<file path="src/rtl/dmem_mmio.sv">
// dmem_mmio: word RAM plus TX FIFO, status and cycle-counter I/O window for the MIPS data port
module dmem_mmio #(
  parameter int DEPTH_WORDS = 64,
  parameter int FIFO_DEPTH = 8
) (
  input  logic        clk_i,
  input  logic        reset_i,
  input  logic        we_i,
  input  logic [31:0] addr_i32,
  input  logic [31:0] wdata_i32,
  output logic [31:0] rdata_o32,
  output logic [31:0] tx_data_o32,
  output logic        tx_valid_o,
  input  logic        tx_ready_i
);
  localparam int AW = $clog2(DEPTH_WORDS);
  localparam int PW = $clog2(FIFO_DEPTH);
  logic [31:0] ram [DEPTH_WORDS];
  logic [31:0] fifo [FIFO_DEPTH];
  logic [PW-1:0] rd_ptr, wr_ptr;
  logic [PW:0] count;
  logic [31:0] cycle, status;
  logic [AW-1:0] idx;
  logic io_sel, wr_tx, wr_st, wr_cy, full, empty, push, pop, ovf;
  assign idx = addr_i32[AW+1:2];
  assign io_sel = addr_i32[31:16] == 16'hFFFF;
  assign wr_tx = we_i && io_sel && addr_i32[15:0] == 16'h0000;
  assign wr_st = we_i && io_sel && addr_i32[15:0] == 16'h0004;
  assign wr_cy = we_i && io_sel && addr_i32[15:0] == 16'h0008;
  assign full = count == (PW+1)'(FIFO_DEPTH);
  assign empty = count == '0;
  assign tx_valid_o = !empty;
  assign tx_data_o32 = fifo[rd_ptr];
  assign pop = tx_valid_o && tx_ready_i;
  // a full FIFO still accepts a push when the head leaves on the same edge
  assign push = wr_tx && (!full || pop);
  assign status = {20'b0, 4'(count), 5'b0, ovf, empty, full};
  always_comb
    rdata_o32 = !io_sel ? ram[idx] :
                addr_i32[15:0] == 16'h0004 ? status :
                addr_i32[15:0] == 16'h0008 ? cycle : 32'h0;
  always_ff @(posedge clk_i) begin
    if (we_i && !io_sel) ram[idx] <= wdata_i32;
    if (push) fifo[wr_ptr] <= wdata_i32;
  end
  always_ff @(posedge clk_i or posedge reset_i)
    if (reset_i) begin
      rd_ptr <= '0;
      wr_ptr <= '0;
      count <= '0;
      ovf <= 1'b0;
      cycle <= '0;
    end else begin
      if (push) wr_ptr <= wr_ptr + 1'b1;
      if (pop) rd_ptr <= rd_ptr + 1'b1;
      count <= (push && !pop) ? count + 1'b1 : (pop && !push) ? count - 1'b1 : count;
      ovf <= (wr_tx && !push) ? 1'b1 : (wr_st && wdata_i32[2]) ? 1'b0 : ovf;
      cycle <= wr_cy ? wdata_i32 : cycle + 32'd1;
    end
endmodule
</file>
<file path="config.mk">
export PLATFORM = sky130hd
export DESIGN_NAME = dmem_mmio
export DESIGN_NICKNAME = d
export VERILOG_FILES = /design/src/rtl/dmem_mmio.sv
export SDC_FILE = /design/constraint.sdc
export NUM_CORES = 2
export LEC_CHECK = 0
export CORE_UTILIZATION = 35
export CTS_CLUSTER_SIZE = 10
export DETAILED_ROUTE_END_ITERATION = 16
export SLEW_MARGIN = 30
export SYNTH_ARGS = -nofsm -noshare
export SYNTH_HDL_FRONTEND = slang
export SYNTH_SLANG_ARGS = --single-unit
export TNS_END_PERCENT = 5
</file>
<file path="constraint.sdc">
create_clock -name clk_i -period 4.1 [get_ports clk_i]
set_clock_uncertainty 0.15 [all_clocks]
set_input_delay 1.025 -clock clk_i [delete_from_list [all_inputs] [get_ports clk_i]]
set_output_delay 1.025 -clock clk_i [all_outputs]
set_load 0.01 [all_outputs]
</file>
== Word level (Yosys, flattened, before mapping) ==
Memory sizes are Yosys's and may differ from the RTL's.
Cells that the tools add are included.
Word-level totals
  output and inout port bits: 65
  input port bits: 68
  memories kept: 2
  word-level logic and storage cells: 49
  memory bits (writable): 2304
  register bits after elaboration: 43
Memory list
  ram: depth 64, bits a word 32, read ports 1, clocked after memory_dff 0, wr ports 1, line 18  | logic [31:0] ram [DEPTH_WORDS];
  fifo: depth 8, bits a word 32, read ports 1, clocked after memory_dff 0, wr ports 1, line 19  | logic [31:0] fifo [FIFO_DEPTH];
Cells by class
  equal/unequal tests: 4
  reductions and logical operators: 21
  muxes and demuxes: 12
  $add $sub $neg: 5
Operators with widths (number)
  32-bit 2-to-1 mux: 4
  32-bit by 1-bit adder with 32-bit output, second input constant: 1
  16-bit equality test, second input constant: 1
  16-bit by 3-bit equality test with 1-bit output, second input constant: 1
  16-bit by 4-bit equality test with 1-bit output, second input constant: 1
  16-bit logical NOT: 1
  1-bit logical AND: 11
  4-bit 2-to-1 mux: 2
  3-bit by 1-bit adder with 3-bit output, second input constant: 2
  1-bit 2-to-1 mux: 6
  1-bit logical NOT: 5
  4-bit by 1-bit adder with 4-bit output, second input constant: 1
  4-bit equality test, second input constant: 1
  4-bit logical NOT: 1
  2-bit nonzero test: 2
  4-bit by 1-bit subtractor with 4-bit output, second input constant: 1
  1-bit logical OR: 1

== Depth between registers and ports, before layout ==
  depth after elaboration: 9
  depth in mapped cells: 13
  gate-level depth less buffers: 12

== Worst setup path before layout ==
OpenSTA, ideal clock, no wires.
  path type: input to register
  start point: in addr_i32[30]
  end point: mem fifo[0][0], enable pin
  arrival: 4.744 ns
  cell stages on the path: 6
  buffers on the path: 0
  path slack: -1.256 ns
  data required time: 3.489 ns
  path through: nand4_1 > or4_4 > or3_1 > nor3_4 > nand2b_1 > nor3_1
On the way
  word-level cells in the longest chain between the ends: 6
Ends and longest elaborated chain
  start: declaration: line 9  | input logic [31:0] addr_i32,
  16-bit equality test: line 26  | assign io_sel = addr_i32[31:16] == 16'hFFFF;
  1-bit logical AND (2 in series): line 27  | assign wr_tx = we_i && io_sel && addr_i32[15:0] == 16'h0000;
  1-bit logical AND: line 36  | assign push = wr_tx && (!full || pop);
  net push: line 24  | logic io_sel, wr_tx, wr_st, wr_cy, full, empty, push, pop, ovf;
  1-bit 2-to-1 mux: line 44  | if (push) fifo[wr_ptr] <= wdata_i32;
  1-bit 2-to-1 mux (implied by the code): line 44
  end: declaration: line 19
The timed path passes the listed nets, and every way through them passes these cells.

== Worst setup path after layout ==
  start point: in addr_i32[2]
  end point: out rdata_o32[5]
On the way
  word-level cells in the longest chain between the ends: 4
  elaborated cells on any way between the ends: 6
  classes of those cells: 2 x eq/ne; 3 x mux; 1 x memory
Ends and longest elaborated chain
  parallel branches: the longest is 3 deep, another holds memory 64 x 32 bit
  32-bit 2-to-1 mux (*): line 39  | rdata_o32 = !io_sel ? ram[idx] :
  end: declaration: line 11  | output logic [31:0] rdata_o32,
Every way passes the cells marked *.

==> results.py <==
metrics = {
    "status": {
        "status": "finished, violations left",
        "violations": "negative setup slack",
    },
    "sta": {
        "setup_tns_ns": -19.64,
        "finalHoldViolations": 0,
        "rsz0062_at_grt": "true",
        "fmax_mhz": 207,
        "fin_ws_ns": -0.727,
        "setup_viol": 40,
        "slew_violations": 0,
        "max-slew-margin-rel_pct": 29.7,
        "fin_crit_ns": 4.83,
        "period_share_pct": 118,
        "whs_ns": 0.353,
        "worst_pin_slew_ns": 1.05,
    },
    "floorplanning": {
        "io-pin-count": 133,
        "dieHeight_um": 511,
        "fp.coreArea_mm2": 0.257,
        "core.rowCount": 186,
        "die-area_mm2": 0.261,
        "fp.dieW_um": 511,
        "start_util_pct": 35.3,
    },
    "clocking": {
        "cts_tree": "built",
        "h-tree-depth": 5,
        "cts_root_buf": "clkbuf_16",
        "cts_made_buffers": 290,
        "cts_sinks": 2347,
        "worstSkewPairLatency_ns": 0.90,
        "cts_max_path_buffers": 4,
        "cts_hold_buffers": 0,
        "cts.clk_slew.worst_paths_ns": 0.06,
    },
    "worst_setup_path": {
        "worst_setup_path_start_kind": "input port",
        "critPathTopFamily": "multiplexers",
        "rr_endpoint": "count[3]",
        "cpPeakStageDelay_ns": 0.55,
        "reg2reg_slack_ns": 1.36,
        "rr_startpoint": "count[1]",
        "worstRegToRegCells": 12,
        "setup.worst_path.end_class": "primary output",
        "crit_fanout": 7,
        "cp.required_ns": 2.92,
        "crit_top_cell": "buf_12",
        "crit_slowest_cell": "mux4_2",
        "crit_type": "input port to primary output",
        "path_cells": "buf_16 -> buf_12 -> buf_12 -> buf_16 -> buf_12 -> mux4_2 -> mux4_2 -> o221ai_4 -> o211ai_1 -> buf_4",
        "startpoint": "addr_i32[2]",
        "cp.arrival_ns": 3.65,
        "critPathBufInv": 6,
    },
    "grt": {
        "grt_pass1_wl_mm": 403,
        "grt_max_degree": 74,
        "grt_use_total_pct": 22.0,
        "antenna_found_initial": 15,
        "first_global_vias": 50100,
        "grt-ovfl-total": 0,
    },
    "routing": {
        "drt_pass1_iterations": 5,
        "first_iter_violations": 7635,
        "num_vias": 50800,
        "vias_per_cell": 5.71,
        "wl_per_cell_um": 32.8,
        "ant_nets": 0,
        "routed_wl_mm": 292,
        "drc_errors": 0,
    },
    "placed_design": {
        "routabilityCongestion": 0.932,
        "post-place-cells": 8431,
        "portBuffers": 132,
        "place_ws_ns": -1.99,
        "post-dp-hpwl_mm": 195,
        "dpl_cell_area_mm2": 0.105,
    },
    "layout": {
        "area_growth_pct": 27.3,
        "fin_nets": 5520,
        "final_cell_mix": "edfxtp_1, buf_4, mux4_2, clkbuf_16, buf_12",
        "final_common_cell": "edfxtp_1",
        "drive_gt1_share_pct": 38.4,
        "final_area_mm2": 0.116,
        "final_cell_count_no_fill": 8902,
    },
    "logic_synthesis": {
        "synthAdderAreaFrac_pct": 0.105,
        "netlist_instances": 4309,
        "synth.mux.area_fraction_pct": 14.9,
        "avgSynthCellArea_um2": 21.1,
        "syn_nets": 4384,
        "async_reset_ff_share_pct": 1.83,
        "ys.flop_type": "edfxtp_1",
        "ys_types": 67,
        "synth_xor_area_share_pct": 0.367,
        "yosys.area_share.simple_pct": 2.71,
        "synth-compound-area-share_pct": 3.14,
        "yosysWarningCount": 0,
        "synth_edf_count": 2304,
        "synth_area_mm2": 0.0908,
        "ys_ff_latch": 2347,
        "synth_top_family_by_area": "multiplexers",
        "seq_area_frac_synth_pct": 77.4,
    },
    "job": {
        "maxCapViolCount": 0,
    },
    "power_and_ir_drop": {
        "vdd_drop_max_mv": 0.492,
        "p_per_area_mw_per_mm2": 450,
        "p_leak_nw": 38.2,
    },
    "hold_path": {
        "hold_end": "cycle[24]",
        "hp-class": "input port to flop",
        "whs_path_depth": 3,
        "worstHoldStart": "wdata_i32[24]",
    },
}
[per-stage QoR]
| step | utilization, % | power, mW |
|---|---|---|
| floorplan | - | 28.2 |
| global placement | 40.7 | 30.2 |
| detailed placement | 40.7 | 30.2 |
| CTS | 44.5 | 52.2 |
| global route | 44.9 | 53.2 |
| finish | 44.9 | 52.0 |
[where the power goes]
part | leakage [nW] | switching (mW) | total [mW] | internal [mW]
Sequential | 21.3 | 0.0333 | 26.5 | 26.5
Combinational | 13.2 | 2.11 | 3.57 | 1.46
Clock | 3.75 | 9.04 | 21.9 | 12.9
Total | 38.2 | 11.2 | 52.0 | 40.9
[layout make-up]
cell class	count	area (um^2)
multi-input combinational	1722	21100
tap	3384	4230
timing repair buffer	1075	12200
fill	21500	142000
clock buffer	345	7580
sequential	2347	70300
clock inverter	17	120
antenna	3	7.51
inverter	9	33.8
[sequential cells by signal, summed over array words and instances, names as in the netlist]
| signal | cells |
|---|---|
| rd_ptr | 3 |
| count | 4 |
| cycle | 32 |
| ram | 2048 |
| wr_ptr | 3 |
| fifo | 256 |
| ovf | 1 |
[routing by layer]
metal  GRT usage (%)  routed length [um]  vias to the layer above
met5               0                  46                        -
met4            8.32               11900                        8
met3            4.64               31400                      518
met2            34.4              135000                     3094
met1            30.3              114000                    26900
li1                -                   -                    20300
[worst max path at each step]
stage	cells after the start	endpoint	slack [ns]
after global placement	10	rdata_o32[2]	-2.50
final	10	rdata_o32[5]	-0.73
after detailed placement	12	rdata_o32[9]	-1.99
after global routing	10	rdata_o32[5]	-0.74
after floorplan	6	fifo[2][0]	-0.40
after CTS	12	rdata_o32[9]	-0.84
[worst register-to-register path, delay by kind of cell, from the launching register on]
family / cells / cell delay (ns)
AOI/OAI and AO/OA: 2 / 0.38
adders and majority gates: 2 / 0.43
and+or+nand+nor: 5 / 0.84
buffers and inverters: 1 / 0.08
xor gates and xnor gates: 2 / 0.29
DFF: 1 / 0.45
[repair_timing]
item | in CTS | in global routing
resized for setup | 401 | 161
buffers inserted | 52 | 52
cloned | 10 | 0
pin swaps | 56 | 59
endpoints found under the setup margin | 64 | 59
[synthesized netlist by cell type, types with 8 or more instances]
cell      number  share of area, %
a211oi_1      22              0.18
a21oi_1       83              0.46
a221oi_1      21              0.20
a22o_1        14              0.14
a22oi_1      121               1.0
a31oi_1       18              0.12
a32oi_1        8             0.077
and2_1        14             0.096
and3_1        13             0.090
buf_1         12             0.050
buf_2        102              0.56
buf_4         31              0.26
buf_6          9              0.11
clkbuf_1      77              0.32
dfrtp_1       43               1.2
edfxtp_1    2304                76
mux2_2        47              0.58
mux2i_1      217               2.4
mux4_2       481                12
nand2_1      124              0.51
nand2b_1      14             0.096
nand3_1       64              0.35
nand4_1       30              0.21
nor2_1       158              0.65
nor2b_1       17              0.12
nor3_1        33              0.18
nor4_1        12             0.083
o21ai_0       38              0.21
o221ai_1      13              0.13
o22ai_1       48              0.33
xnor2_1       18              0.17
xor2_1        20              0.19
[kinds of logic after synthesis]
family,count (synthesis)
AOI/OAI and AO/OA,418
adders and majority gates,7
xor gates and xnor gates,38
muxes,746
DFF,2347
buffers and inverters,240
and+or+nand+nor,513
Note: power is estimated with default switching activity, not from simulation.
